**config.mk**
```make
export PLATFORM = sky130hd
export DESIGN_NAME = wb_stage_pipe
export DESIGN_NICKNAME = d
export VERILOG_FILES = /design/src/rtl/wb_stage_pipe.sv
export SDC_FILE = /design/constraint.sdc
export NUM_CORES = 1
export LEC_CHECK = 0
export ABC_AREA = 1
export ABC_CLOCK_PERIOD_IN_PS = 3400
export CELL_PAD_IN_SITES_DETAIL_PLACEMENT = 0
export CELL_PAD_IN_SITES_GLOBAL_PLACEMENT = 1
export CORE_MARGIN = 1.5
export CORE_UTILIZATION = 36
export CTS_BUF_LIST = sky130_fd_sc_hd__clkbuf_2 sky130_fd_sc_hd__clkbuf_4 sky130_fd_sc_hd__clkbuf_8
export CTS_CLUSTER_DIAMETER = 80
export DETAILED_ROUTE_END_ITERATION = 7
export HOLD_SLACK_MARGIN = 0.03
export PLACE_DENSITY = 0.92
export SYNTH_ARGS = -nofsm -noshare
export SYNTH_HDL_FRONTEND = slang
export SYNTH_SLANG_ARGS = --single-unit
export TNS_END_PERCENT = 1
```
**constraint.sdc**
```tcl
create_clock -name clk -period 3.4 [get_ports clk]
set_input_delay 0.34 -clock clk [delete_from_list [all_inputs] [get_ports clk]]
set_output_delay 0.34 -clock clk [all_outputs]
set_load 0.02 [all_outputs]
```
**src/rtl/wb_stage_pipe.sv**
```systemverilog
//------------------------------------------------------------------------------
// Module      : wb_stage_pipe
// Description : Single-entry write-back stage: result select, load alignment
//               and sign extension, register-file write strobe, retire counter.
// Revision    : 1.0 - initial release
//------------------------------------------------------------------------------
`default_nettype none

module wb_stage_pipe #(
  parameter int DATA_WIDTH = 32,
  parameter int REG_ADDR_W = 5
) (
  input  logic                                clk,
  input  logic                                rst_n,
  input  logic                                in_valid_i,
  output logic                                in_ready_o,
  input  logic                                stall_i,
  input  logic [REG_ADDR_W-1:0]               rd_add_i,
  input  logic                                regwrite_i,
  input  logic [1:0]                          sel_to_reg_i,
  input  logic [DATA_WIDTH-1:0]               pc_i,
  input  logic [DATA_WIDTH-1:0]               imm_i,
  input  logic [DATA_WIDTH-1:0]               alu_result_i,
  input  logic [1:0]                          load_size_i,
  input  logic                                load_unsigned_i,
  input  logic [$clog2(DATA_WIDTH/8)-1:0]     byte_off_i,
  input  logic [DATA_WIDTH-1:0]               dmem_data_i,
  output logic [REG_ADDR_W-1:0]               rd_add_o,
  output logic [DATA_WIDTH-1:0]               data_o,
  output logic                                regwrite_o,
  output logic                                valid_o,
  output logic [31:0]                         retire_count_o
);

  localparam int OFF_W = $clog2(DATA_WIDTH/8);

  localparam logic [1:0] C_SEL_LINK = 2'b00;
  localparam logic [1:0] C_SEL_ALU  = 2'b01;
  localparam logic [1:0] C_SEL_LOAD = 2'b10;
  localparam logic [1:0] C_SEL_IMM  = 2'b11;

  localparam logic [1:0] C_SZ_BYTE = 2'b00;
  localparam logic [1:0] C_SZ_HALF = 2'b01;
  localparam logic [1:0] C_SZ_WORD = 2'b10;

  logic                  r_valid;
  logic [REG_ADDR_W-1:0] r_rd;
  logic                  r_regwrite;
  logic [1:0]            r_sel;
  logic [DATA_WIDTH-1:0] r_pc;
  logic [DATA_WIDTH-1:0] r_imm;
  logic [DATA_WIDTH-1:0] r_alu;
  logic [1:0]            r_size;
  logic                  r_unsigned;
  logic [OFF_W-1:0]      r_off;
  logic [31:0]           r_retire_cnt;

  // Entry register: reload only when the stage is not held downstream.
  always_ff @(posedge clk) begin
    if (!rst_n) begin
      r_valid    <= 1'b0;
      r_rd       <= '0;
      r_regwrite <= 1'b0;
      r_sel      <= '0;
      r_pc       <= '0;
      r_imm      <= '0;
      r_alu      <= '0;
      r_size     <= '0;
      r_unsigned <= 1'b0;
      r_off      <= '0;
    end else if (!stall_i) begin
      r_valid <= in_valid_i;
      if (in_valid_i) begin
        r_rd       <= rd_add_i;
        r_regwrite <= regwrite_i;
        r_sel      <= sel_to_reg_i;
        r_pc       <= pc_i;
        r_imm      <= imm_i;
        r_alu      <= alu_result_i;
        r_size     <= load_size_i;
        r_unsigned <= load_unsigned_i;
        r_off      <= byte_off_i;
      end
    end
  end

  always_ff @(posedge clk) begin
    if (!rst_n) begin
      r_retire_cnt <= '0;
    end else if (r_valid && !stall_i) begin
      r_retire_cnt <= r_retire_cnt + 32'd1;
    end
  end

  // Load alignment: shift the addressed lane down to bit 0.
  logic [OFF_W+2:0]      w_byte_sh;
  logic [OFF_W+2:0]      w_half_sh;
  logic [7:0]            w_byte;
  logic [15:0]           w_half;
  logic                  w_sx;
  logic [DATA_WIDTH-1:0] w_load_byte;
  logic [DATA_WIDTH-1:0] w_load_half;
  logic [DATA_WIDTH-1:0] w_load_word;
  logic [DATA_WIDTH-1:0] w_load;

  assign w_byte_sh = {r_off, 3'b000};
  assign w_half_sh = {r_off[OFF_W-1:1], 4'b0000};
  assign w_byte    = 8'(dmem_data_i >> w_byte_sh);
  assign w_half    = 16'(dmem_data_i >> w_half_sh);
  assign w_sx      = ~r_unsigned;

  assign w_load_byte = {{(DATA_WIDTH-8){w_sx & w_byte[7]}}, w_byte};
  assign w_load_half = {{(DATA_WIDTH-16){w_sx & w_half[15]}}, w_half};

  generate
    if (DATA_WIDTH > 32) begin : g_word_lane
      logic [OFF_W+2:0] w_word_sh;
      logic [31:0]      w_word;
      assign w_word_sh   = {r_off[OFF_W-1:2], 5'b00000};
      assign w_word      = 32'(dmem_data_i >> w_word_sh);
      assign w_load_word = {{(DATA_WIDTH-32){w_sx & w_word[31]}}, w_word};
    end else begin : g_word_full
      assign w_load_word = dmem_data_i;
    end
  endgenerate

  always_comb begin
    w_load = dmem_data_i;
    case (r_size)
      C_SZ_BYTE: w_load = w_load_byte;
      C_SZ_HALF: w_load = w_load_half;
      C_SZ_WORD: w_load = w_load_word;
      default:   w_load = dmem_data_i;
    endcase
  end

  always_comb begin
    data_o = r_pc + DATA_WIDTH'(4);
    case (r_sel)
      C_SEL_LINK: data_o = r_pc + DATA_WIDTH'(4);
      C_SEL_ALU:  data_o = r_alu;
      C_SEL_LOAD: data_o = w_load;
      C_SEL_IMM:  data_o = r_imm;
      default:    data_o = r_pc + DATA_WIDTH'(4);
    endcase
  end

  assign in_ready_o     = ~stall_i;
  assign valid_o        = r_valid;
  assign rd_add_o       = r_rd;
  assign regwrite_o     = r_valid & r_regwrite & ~stall_i & (r_rd != '0);
  assign retire_count_o = r_retire_cnt;

endmodule

`default_nettype wire

```
=== Word-level counts from Yosys, hierarchy flattened ===
Cells that the tools add are included.

* Register bits: 142
* Output and inout bits: 72
* Memories: 0
* Input port bits: 145
* RAM bits: 0
* Bits in read-only memories: 0
* Word-level logic and storage cells: 34
* Bits in latches: 0

* Reduce and logical (&&, ||, !) cells: 6
* Bitwise operators: 7
* Mux-type cells: 2
* Divide/modulo/power cells: 0
* Order comparisons: 0
* Equal/unequal tests: 4
* Shift-type cells: 2
* Multiply operators: 0
* Add/subtract/negate cells: 2

{| class="wikitable"
|+ Operators with widths
! cell !! count
|-
| case mux 32 bit (4 select lines) || 1
|-
| case mux 32 bit (2 select lines) || 1
|-
| adder 32 x 1 -> 32 bit (second input constant) || 1
|-
| adder 32 x 3 -> 32 bit (second input constant) || 1
|-
| right shift 32 x 5 -> 16 bit || 1
|-
| right shift 32 x 5 -> 8 bit || 1
|-
| AND 1 bit || 5
|-
| nonzero test 5 bit || 1
|-
| == test 2 x 1 -> 1 bit (second input constant) || 2
|-
| == test 2 bit (second input constant) || 2
|-
| logical NOT 2 bit || 2
|-
| inverter 1 bit || 2
|-
| AND reduction 2 bit || 1
|-
| logical AND 1 bit || 1
|-
| logical NOT 1 bit || 1
|}

=== Longest topological paths before layout ===
* Word-level depth: 4
* Gate-level depth with buffers: 12
* Gate-level depth less buffers: 11

=== Worst setup path after synthesis ===
No wires, ideal clock.

* Path kind: register -> output
* Start: register r_pc[2]
* End: output port data_o[18]
* Path slack: 1.507 ns
* Arrival time: 1.553 ns
* Required time: 3.060 ns
* Path buffers: 0
* Stages on the path, launching flop included: 9
* Cell sequence: dfxtp_1 ha_1 nand3_1 inv_1 nand2_1 nor2_1 xor2_1 nor2_1 a21oi_1

* Longest elaborated chain between the ends: 2

{| class="wikitable"
|+ Ends and longest elaborated chain
! element !! line !! RTL
|-
| start: declaration || 50 || <nowiki>logic [DATA_WIDTH-1:0] r_pc;</nowiki>
|-
| start signal: assignment || 77 || <nowiki>r_pc <= pc_i;</nowiki>
|-
| adder 32 x 3 -> 32 bit || n/a ||
|-
| case mux 32 bit (4 select lines) || 139 || <nowiki>case (r_sel)</nowiki>
|-
| end: declaration || 29 || <nowiki>output logic [DATA_WIDTH-1:0] data_o,</nowiki>
|}

No other way between the ends.

=== Worst setup path after layout ===
* Start: register r_sel[0]
* End: output port data_o[31]

* Longest elaborated chain between the ends: 2
* Elaborated cells on any way between the ends: 5
* Classes of those cells: 3 x eq/ne; 1 x mux; 1 x reduce/logical

{| class="wikitable"
|+ Ends and longest elaborated chain
! element !! line !! RTL
|-
| start: declaration || 49 || <nowiki>logic [1:0] r_sel;</nowiki>
|-
| start signal: assignment || 76 || <nowiki>r_sel <= sel_to_reg_i;</nowiki>
|-
| == test 2 bit (tied with other cells) || 139 ||
|-
| case mux 32 bit (4 select lines) (*) || 139 ||
|}

Every way passes the cells marked *; elsewhere a longest branch is shown, timed or not.

==> out/summary.log <==
INFO  floorplanning  fp-row-count=53
INFO  logic_synthesis yosys_most_used_dff=dfxtp_1
INFO  placed_design  detailedPlacementHpwl=22300um
INFO  placed_design  detailed_place.area=10200squm
INFO  clocking       post-cts-setup-buffers=0
INFO  route          drc=0
INFO  floorplanning  die_area=22500squm
INFO  floorplanning  start_util=36.8%
INFO  logic_synthesis top_cells_by_area_in_the_synthesized_netlist=dfxtp_1, nor2_1, nand2_1
INFO  logic_synthesis synth-edff-count=0
INFO  clocking       cts_tree=built
INFO  logic_synthesis ys_ff_latch=142
INFO  worst_setup_path worstReg2RegStart=valid_o
INFO  logic_synthesis synth_top_area_share=36.5%
INFO  timing         clock_skew=0.0152ns
INFO  logic_synthesis yosysWarningCount=0
INFO  route          vias_per_cell=5.00
INFO  pwr            powerDensity=387nW/um^2
INFO  global_route   grt_first_pass_wirelength=43900um
INFO  timing         setup_violations=0
INFO  logic_synthesis synth_compound_area_share=15.5%
INFO  route          detail_route.wl_per_cell=16.5um
INFO  pwr            ir_worst_vdd=0.000237V
INFO  logic_synthesis synth_commonest_cells=nor2_1, nand2_1, dfxtp_1, o21ai_0, inv_1
INFO  worst_setup_path cp-startpoint=r_sel[0]
INFO  worst_setup_path crit_chain=inv_1 -> nor2_2 -> buf_4 -> a22o_1 -> a21oi_1 -> nand2_1 -> clkdlybuf4s50_1
INFO  timing         tightest_slew=0.772ns
INFO  clocking       clk_pin_slew_worst_paths=0.10ns
INFO  worst_setup_path max_stage_delay=0.60ns
INFO  min_path       holdCritPathClass=in2reg
INFO  clocking       cts-resized-gates=0
INFO  cells_and_area finish.instance_area=10600squm
INFO  logic_synthesis synth_cell_types=34
INFO  logic_synthesis async_reset_ff_share=0%
INFO  cells_and_area utilization=49.9%
INFO  outcome        run_status=finished, final reports clean
INFO  route          first_iter_violations=502
INFO  worst_setup_path reg2reg_slack=1.55ns
INFO  floorplanning  core=21200squm
INFO  clocking       clock_insertion_delay_worst_skew=0.46ns
INFO  logic_synthesis synthSimpleGateAreaFrac=39.9%
INFO  worst_setup_path reg2reg_to=retire_count_o[21]
INFO  cells_and_area syn_to_final_growth=35.5%
INFO  timing         final_max_slew_viol_count=0
INFO  timing         setup-tns-final=0ns
INFO  timing         finalHoldViolCount=0
INFO  global_route   grt_antenna_before_repair=0
INFO  logic_synthesis synth.avg_cell_area=6.14squm
INFO  global_route   grt_remaining_overflow=0
INFO  global_route   globalRouteTotalUtil=25.5%
INFO  flow_run       cap_violations=0
INFO  worst_setup_path worst_setup_path_end_kind=output port
INFO  logic_synthesis synth_fa_ha_area_share=0.321%
INFO  route          dr_total_vias=8729
INFO  cells_and_area drive_above_1_share=4.82%
INFO  worst_setup_path worst_setup_path_start_kind=register
INFO  worst_setup_path worst-endpoint-required=3.06ns
INFO  floorplanning  chipHeight=150um
INFO  pwr            static_power_due_to_leakage=4.05nW
INFO  logic_synthesis synthesis.nets=1416
INFO  floorplanning  die_width=150um
INFO  logic_synthesis post-synth-top-area-cell=dfxtp_1
INFO  worst_setup_path timing.critical_path.depth=7
INFO  worst_setup_path critical_path.max_fanout=17
INFO  cells_and_area finalNetCount=1606
INFO  floorplanning  num_io_pins=217
INFO  clocking       clock_root_buffer_master=clkbuf_8
INFO  timing         setup_repair_after_global_routing_missed_its_margin=no
INFO  timing         min_clock_period_post_route=3.14ns
INFO  global_route   grt_start_max_net_pins=69
INFO  placed_design  place_congestion=0.957
INFO  clocking       cts_hold_buf=0
INFO  route          route.antenna.remaining_nets=0
INFO  logic_synthesis post_synth_instance_area=7790squm
INFO  worst_setup_path worstPathArrival=2.80ns
INFO  placed_design  io_buffer_count=216
INFO  clocking       htree_num_levels=4
INFO  timing         maxSlewHeadroom=48.5%
INFO  clocking       tritoncts_num_sinks=142
INFO  clocking       cts-root-to-sink-buffers=2
INFO  cells_and_area diodes_inserted=0
INFO  logic_synthesis syn_inst=1269
INFO  route          drt_pre_antenna_iters=5
INFO  clocking       cts_inserted_buffers=17
INFO  logic_synthesis multiplexer_fraction_of_the_synthesized_cell_area=0%
INFO  global_route   via_count_of_the_first_global_routing_pass=8338
INFO  logic_synthesis yosysSeqAreaShare=36.5%
INFO  worst_setup_path ff_to_ff_path_depth=7
INFO  route          postRouteWirelength=28800um
INFO  worst_setup_path cp_slowest_cell=nor2_2
INFO  worst_setup_path criticalPathCategory=reg2out
INFO  logic_synthesis xor_and_xnor_fraction_of_the_mapped_netlist_area=1.35%
INFO  worst_setup_path timing.critical_path.to=data_o[31]
INFO  timing         fmax=0.319GHz
INFO  logic_synthesis most_numerous_cell_in_the_yosys_netlist=nor2_1
INFO  timing         post-route-period-util=92.2%
INFO  logic_synthesis main_combinational_cell_family_by_area_after_synthesis=simple AND/OR/NAND/NOR gates
INFO  worst_setup_path cp.buffers_inverters=3
INFO  worst_setup_path critPathTopFamily=buffers and inverters
[layer usage]
layer | up-vias | routed length (um) | part of all wire (%) | track usage, %
met4 | 0 | 688 | 2.4 | 8.14
li1 | 4450 | - | - | -
met5 | - | 0 | 0 | 0
met2 | 279 | 13300 | 46 | 42.2
met1 | 3954 | 12800 | 44 | 32.6
met3 | 46 | 2050 | 7.1 | 5.88
[cells in the final DEF, fill, tap and decap left out, types with 16 or more instances in the layout]
cell             synthesis  layout
nand2_1                327     326
dfxtp_1                142     142
inv_1                   61      61
o21ai_0                131     131
clkdlybuf4s50_1          0     215
nand3b_1                24      24
buf_4                    0      16
nand3_1                 28      28
nand4_1                 18      18
clkbuf_8                 0      17
nor2_1                 350     348
a21oi_1                 59      59
[power by group]
part | leakage (nW) | internal, W | total, W | switching [W]
logic | 2.69 | 0.000390 | 0.000855 | 0.000465
clock network | 0.196 | 0.000673 | 0.00141 | 0.000733
registers | 1.17 | 0.00175 | 0.00183 | 0.0000754
[worst min path at each step]
| stage | slack (ns) | depth (start not counted) | startpoint | endpoint |
|---|---|---|---|---|
| 2_1_floorplan | 0.46 | 2 | r_imm[15] | r_imm[15] |
| 3_3_place_gp | 0.46 | 2 | r_imm[20] | r_imm[20] |
| 3_5_place_dp | 0.48 | 2 | r_alu[15] | r_alu[15] |
| 4_1_cts | 0.35 | 3 | rst_n | retire_count_o[6] |
| 5_1_grt | 0.41 | 3 | rst_n | retire_count_o[6] |
| 6_report | 0.38 | 3 | rst_n | retire_count_o[6] |
[registers in the layout, summed over array words and instances, names as in the netlist]
register / flops
rd_add_o: 5
r_unsigned: 1
r_imm: 32
r_sel: 2
r_off: 2
r_pc: 32
r_size: 2
r_alu: 32
retire_count_o: 32
valid_o: 1
r_regwrite: 1
[worst register-to-register path, cell delays in order (launching register included)]
cell     delay, ns
dfxtp_1       0.37
nand2_2       0.22
nor2_1        0.36
nand3_1       0.25
nor2_2        0.24
nand3_1       0.12
o21ai_0       0.15
nor2_1        0.05
[area by class of cell]
class,count,area (sq um)
Tap cell,275,344
Sequential cell,142,2840
Clock buffer,18,241
Timing Repair Buffer,231,2270
Multi-Input combinational cell,1001,4450
Fill cell,2209,10600
Clock inverter,14,156
Inverter,66,248
[cells by family after synthesis]
logic type | after synthesis
DFF | 142
adders and majority gates | 2
buffers and inverters | 126
xor gates and xnor gates | 12
AOI/OAI and AO/OA | 221
and+or+nand+nor | 766
[per-stage QoR]
| stage | power (W) | std cells | hold WS, ns | setup WS, ns |
|---|---|---|---|---|
| 6_report | 0.00409 | 1747 | 0.378 | 0.265 |
| 4_1_cts | 0.00411 | 1747 | 0.354 | 0.250 |
| 3_3_place_gp | 0.00271 | 1715 | 0.465 | 0.723 |
| 2_1_floorplan | 0.00227 | 1269 | 0.455 | 1.51 |
| 3_5_place_dp | 0.00272 | 1715 | 0.475 | 0.680 |
| 5_1_grt | 0.00427 | 1747 | 0.406 | 0.0573 |
Power figures use the tool's default switching activity.
